$ cat src/rtl/mem_stage_sram_pkg.sv
// Shared types and constants for the memory stage and its SRAM controller.
// Holds the wait-state FSM encoding and the data-memory map constants.
// No logic; imported by every design file of the memory stage.
package mem_stage_sram_pkg;

   typedef enum logic [1:0] {
      ST_IDLE = 2'd0,
      ST_LO   = 2'd1,
      ST_HI   = 2'd2,
      ST_DONE = 2'd3
   } mem_state_t;

   localparam int DATA_BASE_ADDR = 1024;
   localparam int SRAM_DATA_W    = 16;

endpackage

$ cat src/rtl/mem_stage_sram_controller.sv
// Word load/store engine on a 16-bit SRAM: low half then high half, each held WAIT_CYCLES+1 cycles.
// Latency: ready rises 2*WAIT_CYCLES+3 cycles after a request appears in IDLE; non-memory ops pass at once.
// Backpressure: ready=0 freezes upstream, so request inputs are assumed stable for the whole access.
module sram_controller
   import mem_stage_sram_pkg::*;
#(
   parameter int n           = 32,
   parameter int WAIT_CYCLES = 1,
   parameter int BASE_ADDR   = DATA_BASE_ADDR,
   parameter int SRAM_AW     = 18
) (
   input  logic                   clk,
   input  logic                   rst,
   input  logic                   rd_req,
   input  logic                   wr_req,
   input  logic [n-1:0]           addr,
   input  logic [n-1:0]           wr_data,
   output logic                   ready,
   output logic [n-1:0]           rd_data,
   output logic [SRAM_AW-1:0]     sram_addr,
   output logic [SRAM_DATA_W-1:0] sram_dq_out,
   input  logic [SRAM_DATA_W-1:0] sram_dq_in,
   output logic                   sram_dq_oe,
   output logic                   sram_we_n
);

   localparam int CW = (WAIT_CYCLES < 1) ? 1 : $clog2(WAIT_CYCLES + 1);
   localparam logic [CW-1:0] CNT_LAST   = CW'(WAIT_CYCLES);
   localparam logic [CW-1:0] CNT_PENULT = CW'(WAIT_CYCLES - 1);

   mem_state_t             state;
   logic [CW-1:0]          cnt;
   logic [SRAM_DATA_W-1:0] lo_reg;

   logic                   req;
   logic                   is_wr;
   logic [n-1:0]           off;
   logic [SRAM_AW-2:0]     widx;
   logic [SRAM_AW-1:0]     lo_addr;
   logic [SRAM_AW-1:0]     hi_addr;

   // Write wins when both enables are set; byte offset bits are dropped (aligned words only).
   assign req     = rd_req | wr_req;
   assign is_wr   = wr_req;
   assign off     = addr - n'(BASE_ADDR);
   assign widx    = (SRAM_AW-1)'(off >> 2);
   assign lo_addr = {widx, 1'b0};
   assign hi_addr = {widx, 1'b1};

   // In IDLE the stage only stalls if a memory op is waiting; DONE releases the pipeline for one cycle.
   assign ready = (state == ST_IDLE) ? ~req : (state == ST_DONE);

   // Wait-state FSM; bus outputs are registered and set up on the edge that enters each phase.
   always_ff @(posedge clk or posedge rst) begin
      if (rst) begin
         state       <= ST_IDLE;
         cnt         <= '0;
         lo_reg      <= '0;
         rd_data     <= '0;
         sram_addr   <= '0;
         sram_dq_out <= '0;
         sram_dq_oe  <= 1'b0;
         sram_we_n   <= 1'b1;
      end else begin
         case (state)
            ST_IDLE: begin
               if (req) begin
                  state      <= ST_LO;
                  cnt        <= '0;
                  sram_addr  <= lo_addr;
                  sram_dq_oe <= is_wr;
                  sram_we_n  <= ~is_wr;
                  if (is_wr) sram_dq_out <= wr_data[SRAM_DATA_W-1:0];
               end
            end
            ST_LO: begin
               if (cnt == CNT_LAST) begin
                  state      <= ST_HI;
                  cnt        <= '0;
                  sram_addr  <= hi_addr;
                  sram_dq_oe <= is_wr;
                  sram_we_n  <= ~is_wr;
                  if (is_wr) sram_dq_out <= wr_data[2*SRAM_DATA_W-1:SRAM_DATA_W];
                  else       lo_reg      <= sram_dq_in;
               end else begin
                  cnt <= cnt + 1'b1;
                  // last cycle of the half is a hold cycle with the strobe released
                  if (cnt == CNT_PENULT) sram_we_n <= 1'b1;
               end
            end
            ST_HI: begin
               if (cnt == CNT_LAST) begin
                  state      <= ST_DONE;
                  cnt        <= '0;
                  sram_dq_oe <= 1'b0;
                  sram_we_n  <= 1'b1;
                  if (!is_wr) rd_data <= n'({sram_dq_in, lo_reg});
               end else begin
                  cnt <= cnt + 1'b1;
                  if (cnt == CNT_PENULT) sram_we_n <= 1'b1;
               end
            end
            ST_DONE: begin
               // pipeline advances on this edge, so the next instruction is evaluated fresh in IDLE
               state <= ST_IDLE;
            end
            default: begin
               state <= ST_IDLE;
            end
         endcase
      end
   end

endmodule

$ cat src/rtl/mem_stage_sram.sv
// Memory pipeline stage: SRAM-backed word loads/stores plus combinational passthrough to MEM/WB.
// Latency: memory ops 2*WAIT_CYCLES+3 cycles to ready; non-memory ops complete in the same cycle.
// Backpressure: ready=0 freezes all earlier stages; passthroughs stay stable because EXE/MEM is frozen.
module mem_stage_sram
   import mem_stage_sram_pkg::*;
#(
   parameter int n           = 32,
   parameter int WAIT_CYCLES = 1,
   parameter int BASE_ADDR   = DATA_BASE_ADDR,
   parameter int SRAM_AW     = 18
) (
   input  logic                   clk,
   input  logic                   rst,
   input  logic                   WB_EN_in,
   input  logic                   MEM_R_EN_in,
   input  logic                   MEM_W_EN_in,
   input  logic [n-1:0]           ALU_res_in,
   input  logic [n-1:0]           Val_Rm_in,
   input  logic [3:0]             Dest_in,
   output logic                   WB_EN_out,
   output logic                   MEM_R_EN_out,
   output logic [3:0]             Dest_out,
   output logic [n-1:0]           ALU_res_out,
   output logic [n-1:0]           mem_data,
   output logic                   ready,
   output logic [SRAM_AW-1:0]     sram_addr,
   output logic [SRAM_DATA_W-1:0] sram_dq_out,
   input  logic [SRAM_DATA_W-1:0] sram_dq_in,
   output logic                   sram_dq_oe,
   output logic                   sram_we_n
);

   assign WB_EN_out    = WB_EN_in;
   assign MEM_R_EN_out = MEM_R_EN_in;
   assign Dest_out     = Dest_in;
   assign ALU_res_out  = ALU_res_in;

   sram_controller #(
      .n          (n),
      .WAIT_CYCLES(WAIT_CYCLES),
      .BASE_ADDR  (BASE_ADDR),
      .SRAM_AW    (SRAM_AW)
   ) u_ctrl (
      .clk        (clk),
      .rst        (rst),
      .rd_req     (MEM_R_EN_in),
      .wr_req     (MEM_W_EN_in),
      .addr       (ALU_res_in),
      .wr_data    (Val_Rm_in),
      .ready      (ready),
      .rd_data    (mem_data),
      .sram_addr  (sram_addr),
      .sram_dq_out(sram_dq_out),
      .sram_dq_in (sram_dq_in),
      .sram_dq_oe (sram_dq_oe),
      .sram_we_n  (sram_we_n)
   );

endmodule

$ cat config.mk
export PLATFORM = sky130hd
export DESIGN_NAME = mem_stage_sram
export DESIGN_NICKNAME = d
export VERILOG_FILES = /design/src/rtl/mem_stage_sram_pkg.sv /design/src/rtl/mem_stage_sram_controller.sv /design/src/rtl/mem_stage_sram.sv
export SDC_FILE = /design/constraint.sdc
export NUM_CORES = 1
export LEC_CHECK = 0
export CORE_AREA = 2 2 106 118
export CTS_CLUSTER_SIZE = 12
export DETAILED_ROUTE_END_ITERATION = 6
export DIE_AREA = 0 0 108 120
export PLACE_DENSITY = 0.67
export SETUP_SLACK_MARGIN = 0.15
export SYNTH_ARGS = -nofsm -noshare
export SYNTH_HDL_FRONTEND = slang
export SYNTH_HIERARCHICAL = 1
export SYNTH_SLANG_ARGS = --single-unit
$ cat constraint.sdc
create_clock -name clk -period 3.1 [get_ports clk]
set_input_delay 0.31 -clock clk [delete_from_list [all_inputs] [get_ports clk]]
set_output_delay 0.31 -clock clk [all_outputs]
set_load 0.05 [all_outputs]
# Word-level counts from Yosys, hierarchy flattened
# Index checks and enable logic that the tools add are counted.
[totals]
n_memories = 0
out_inout_bits = 107
rom_bits = 0
regBits = 87
word_cells = 57
mem_bits_rw = 0
latchBits = 0
[classes]
n_shift = 0
n_mux = 23
bitwise = 3
multipliers = 0
n_eq_ne = 8
magnitude_cmp = 0
add_sub_neg = 2
div_mod_pow = 0
n_reduce_logical = 13
[ops]
columns = ["cell", "n"]
rows = [
  ["two-way mux 16 bit", 4],
  ["two-way mux 18 bit", 2],
  ["case mux 18 bit (2 select lines)", 1],
  ["case mux 16 bit (2 select lines)", 1],
  ["subtractor 19 x 11 -> 19 bit (second input constant)", 1],
  ["AND reduction 3 bit", 4],
  ["two-way mux 1 bit", 8],
  ["case mux 2 bit (4 select lines)", 1],
  ["two-way mux 2 bit", 3],
  ["!= test 2 x 1 -> 1 bit (second input constant)", 3],
  ["case mux 1 bit (3 select lines)", 2],
  ["AND reduction 5 bit", 1],
  ["equality test 2 bit (second input constant)", 2],
  ["!= test 2 bit (second input constant)", 2],
  ["AND reduction 2 bit", 2],
  ["AND reduction 4 bit", 1],
  ["nonzero test 2 bit", 2],
  ["nonzero test 3 bit", 1],
  ["equality test 2 x 1 -> 1 bit (second input constant)", 1],
  ["zero test 2 bit", 1],
  ["NOT 1 bit", 2],
  ["case mux 1 bit (2 select lines)", 1],
  ["OR reduction 2 bit", 1],
  ["adder 1 bit (second input constant)", 1],
  ["OR 1 bit", 1],
]

# Logic depth before layout (Yosys ltp)
[depth]
word_depth = 4
ltp_mapped = 7
mapped_depth_nobuf = 5

# By module
# Netlist, hierarchy kept.
[modules_own_cells]
columns = ["mod", "n_inst", "seq_area_each_um2", "area_each_um2", "cells_each"]
rows = [
  ["sram_controller", 1, 2178.3, 3751.1, 285],
  ["mem_stage_sram", 1, 0.0, 285.3, 38],
]

# Worst setup path before layout
# Ideal clock, no wire load.
[synth_timing]
kind = "register to output"
start = "register u_ctrl.state[0]"
end = "output ready"
path_buffers = 1
arrival_time_ns = 1.727
path_slack_ns = 1.063
path_stages_with_launch = 6
cell_sequence = "dfrtp_1 -> inv_1 -> ha_1 -> or3b_2 -> buf_2 -> nand2b_1"
[synth_between]
elab_chain_len = 2
[synth_rtl]
columns = ["element", "line", "rtl"]
rows = [
  ["start: declaration", "mem_stage_sram_controller.sv:31", "mem_state_t state;"],
  ["start signal: assignment", "mem_stage_sram_controller.sv:56", "state <= ST_IDLE;"],
  ["start signal: assignment", "mem_stage_sram_controller.sv:68", "state <= ST_LO;"],
  ["start signal: assignment", "mem_stage_sram_controller.sv:78", "state <= ST_HI;"],
  ["equality test 2 bit or zero test 2 bit (tied branches)", "mem_stage_sram_controller.sv:51", "assign ready = (state == ST_IDLE) ? ~req : (state == ST_DONE);"],
  ["two-way mux 1 bit (*)", "mem_stage_sram_controller.sv:51", ""],
  ["end: declaration", "mem_stage_sram.sv:25", "output logic ready,"],
]
# Every way passes the cells marked *; elsewhere a longest branch is shown, timed or not.

# Worst setup path in the final report
# Ends and elaborated chain as after synthesis.

==> metrics.txt <==
status=finished clean; number of DRC markers in iteration 0=between 100 and 150; delay of the slowest cell on the worst path=0.59 ns; worst path cell trace=inv_1 -> ha_1 -> or3b_2 -> nand2b_1 -> buf_4; die width=108 microns; Std-Cell Rows=42; area of all sequential standard cells=2178 sq um; kind of end point of the critical path=output port; max-cap violation count=0; average footprint of a synthesized cell=12.50 sq um; distinct cell type count of the synthesized netlist=35; RSZ-0062 raised after global routing=false; residual antenna-violating net count after detailed routing=0; number of enable flip-flop cells after synthesis=0; time the final worst path needs with I/O delays and setup=2.422 ns; chip height=between 100 and 150 microns; total area of multi-input combinational cells=between 1000 and 1500 sq um; startpoint of the worst register-to-register path=u_ctrl/state[0]$_DFFE_PP0P_; total setup buffers inserted after CTS=0; most common flop cell mapped by yosys=sky130_fd_sc_hd__dfrtp_1; area added between synthesis and finish=43.30%; Antenna Cells=0; Pins Over Slew Limit=0; cell taking the most area after synthesis=sky130_fd_sc_hd__dfrtp_1; TritonCTS buffer count=9; Largest Register=u_ctrl/rd_data; Total Die Area=12960 sq um; post_cts resized=0; Clock Tree Buf Depth=2; sequential share of the synthesized area=0.5397; WL/cell=15.23 microns; Hold Buf Count CTS=0; maximum vdd ir drop=583.5 uV; Critical-path top delay cell=sky130_fd_sc_hd__or3b_2; leakage power figure=roughly 2.4 nW; post-route DRC violation count=0; clock tree root buffer cell=sky130_fd_sc_hd__clkbuf_16; most frequent cell after synthesis=sky130_fd_sc_hd__dfrtp_1; category of the critical setup timing path=flip-flop to output port; flops & latches, synth=87; post-layout util=0.4892; post-synthesis async set-or-reset flop share=1.000; count of mapped cells out of synthesis=323; H-tree levels=3; first-pass GRT wire length=14840 microns; post-synth design cell area=a little over 4000 sq um; routed vias/inst=4.785; Final Setup Violations=0; Least-Margin Pin Slew=0.7287 ns; TritonCTS clock tree=built; Hold Vio Cnt, Final=0; Vias=2866; number of cells on the worst reg-to-reg path=6; routability-driven placement congestion ratio=0.7945; number of antenna violations at the first check in global routing=0; clock skew after layout=0.006619 ns; pwr/cell area=roughly 1200 nW/um^2; number of fill cells=1084; Critical Path RT=2.79 ns; biggest fanout along the worst timing path=10; flip-flop count of the largest register after layout=32; highest clock frequency the design can meet=412.9 MHz; Total Nets Final=535; synth cell count leaders=sky130_fd_sc_hd__dfrtp_1 (86), sky130_fd_sc_hd__mux2_2 (50), sky130_fd_sc_hd__buf_4 (39); area fraction of the dominant cell type after synthesis=0.5332; total congestion overflow after global routing=0; crit start category=flip-flop; Regs by FF count=u_ctrl/rd_data x32, u_ctrl/sram_addr x18; Slew Limit Headroom=0.5136; IO Count=~200; Yosys warnings=6; detailed-route wire length=9122 microns; worst endpoint data arrival time=approximately 2.1 ns; GRT Util Overall=0.1450; number of nets in the synthesized netlist=approximately 420; leading post-synthesis cells by cell area=sky130_fd_sc_hd__dfrtp_1 (53%), sky130_fd_sc_hd__mux2_2 (14%), sky130_fd_sc_hd__buf_4 (7.3%); fraction of layout cells with a size suffix above 1=0.1820; number of sinks on the clock net=87; largest net degree at the start of global routing=49; buffers added on ports=155; Hold Crit Class=input pin to async pin; setup TNS after final layout=0 ns; effective utilization at floorplan=0.3414; share of the clock period used by the worst path after layout=0.7813; clock-pin transition on the worst setup and hold timing paths=0.06 ns; DP HPWL=6800 microns; core footprint=11820 sq um; iteration count of the initial detailed-routing pass=4; clock latency of the later-clocked register in the worst-skew pair=0.33 ns; number of global-route vias before repair=3061; Critical path origin=u_ctrl/state[0]$_DFFE_PP0P_
[logic make-up (layout without fill, tap and decap cells)]
family | count (synthesis) | in the layout | share of synthesized area
DFF | 87 | 87 | 0.5397
xor gates and xnor gates | 2 | 2 | 0.004341
buffers and inverters | 62 | 184 | 0.09888
adders and majority gates | 6 | 6 | 0.01860
AOI/OAI and AO/OA | 66 | 66 | 0.09207
muxes | 76 | 76 | 0.2077
and+or+nand+nor | 24 | 24 | 0.03875
[routing by layer]
layer	vias up	global-route usage	wire length, microns
met5	-	0	0
met4	0	0.06651	163
met3	12	0.05106	932
met2	130	0.2362	4273
met1	1376	0.1707	3753
li1	1348	-	-
[worst max-delay path, delay by kind of cell (launching register included)]
kind / cells / cell delay [ns]
AND/OR/NAND/NOR: 2 / 0.73
flip-flops: 1 / 0.40
buffers and inverters: 2 / 0.35
adder cells (fa/ha/maj): 1 / 0.30
[worst paths after layout]
path	to	slack, ns
min reg2reg	u_ctrl/rd_data[1]$_DFFE_PP0P_	0.48
min in group clk	u_ctrl/rd_data[1]$_DFFE_PP0P_	0.48
min	u_ctrl/sram_dq_out[3]$_DFFE_PP0P_	0.41
max	ready	0.68
max reg2reg	u_ctrl/sram_addr[8]$_DFFE_PP0P_	0.89
max in group asynchronous	u_ctrl/lo_reg[0]$_DFFE_PP0P_	2.00
[metrics by stage]
| stage | setup WS [ns] | cell area (sq um) | hold slack [ns] | power (W) | std cells |
|---|---|---|---|---|---|
| 2_1_floorplan | 0.5415 | 4036 | 0.4417 | 0.004804 | 323 |
| 3_3_place_gp | 0.9718 | 5460 | 0.4581 | 0.005946 | 583 |
| 3_5_place_dp | 0.8563 | 5460 | 0.4754 | 0.006014 | 583 |
| 4_1_cts | 0.6528 | 5784 | 0.4195 | 0.007200 | 599 |
| 5_1_grt | 0.5469 | 5784 | 0.4767 | 0.007499 | 599 |
| 6_report | 0.6781 | 5784 | 0.4124 | 0.007108 | 599 |
[cell usage in the layout (no fill, tap or decap), types with 2 or more instances in the layout]
| cell | instances |
|---|---|
| sky130_fd_sc_hd__a21oi_1 | 18 |
| sky130_fd_sc_hd__a31oi_1 | 10 |
| sky130_fd_sc_hd__buf_4 | 5 |
| sky130_fd_sc_hd__bufinv_16 | 2 |
| sky130_fd_sc_hd__clkbuf_16 | 9 |
| sky130_fd_sc_hd__clkdlybuf4s50_1 | 154 |
| sky130_fd_sc_hd__clkinv_2 | 2 |
| sky130_fd_sc_hd__dfrtp_1 | 86 |
| sky130_fd_sc_hd__ha_1 | 6 |
| sky130_fd_sc_hd__inv_1 | 7 |
| sky130_fd_sc_hd__mux2_1 | 9 |
| sky130_fd_sc_hd__mux2_2 | 50 |
| sky130_fd_sc_hd__mux2i_1 | 16 |
| sky130_fd_sc_hd__nand2_1 | 4 |
| sky130_fd_sc_hd__nand2b_1 | 3 |
| sky130_fd_sc_hd__nor2_1 | 3 |
| sky130_fd_sc_hd__o21ai_0 | 29 |
| sky130_fd_sc_hd__o31ai_1 | 5 |
| sky130_fd_sc_hd__o41ai_1 | 2 |
| sky130_fd_sc_hd__or3_1 | 3 |
| sky130_fd_sc_hd__or4_1 | 2 |
| sky130_fd_sc_hd__xnor2_1 | 2 |
[power breakdown]
group | total [W] | switching (W) | internal (W)
logic | 0.00395 | 0.00247 | 0.00148
registers | 0.00200 | 0.000293 | 0.00171
clock network | 0.00115 | 0.000427 | 0.000728
[layout make-up]
class                   count  area share
inverters                   8    0.005408
well taps                 154     0.03331
repair buffers            160      0.2764
flip-flops and latches     87      0.3766
clock buffers              11     0.04196
clock inverters             5     0.01406
multi-input cells         174      0.2522
No activity file was read; power rests on OpenSTA's default activity.
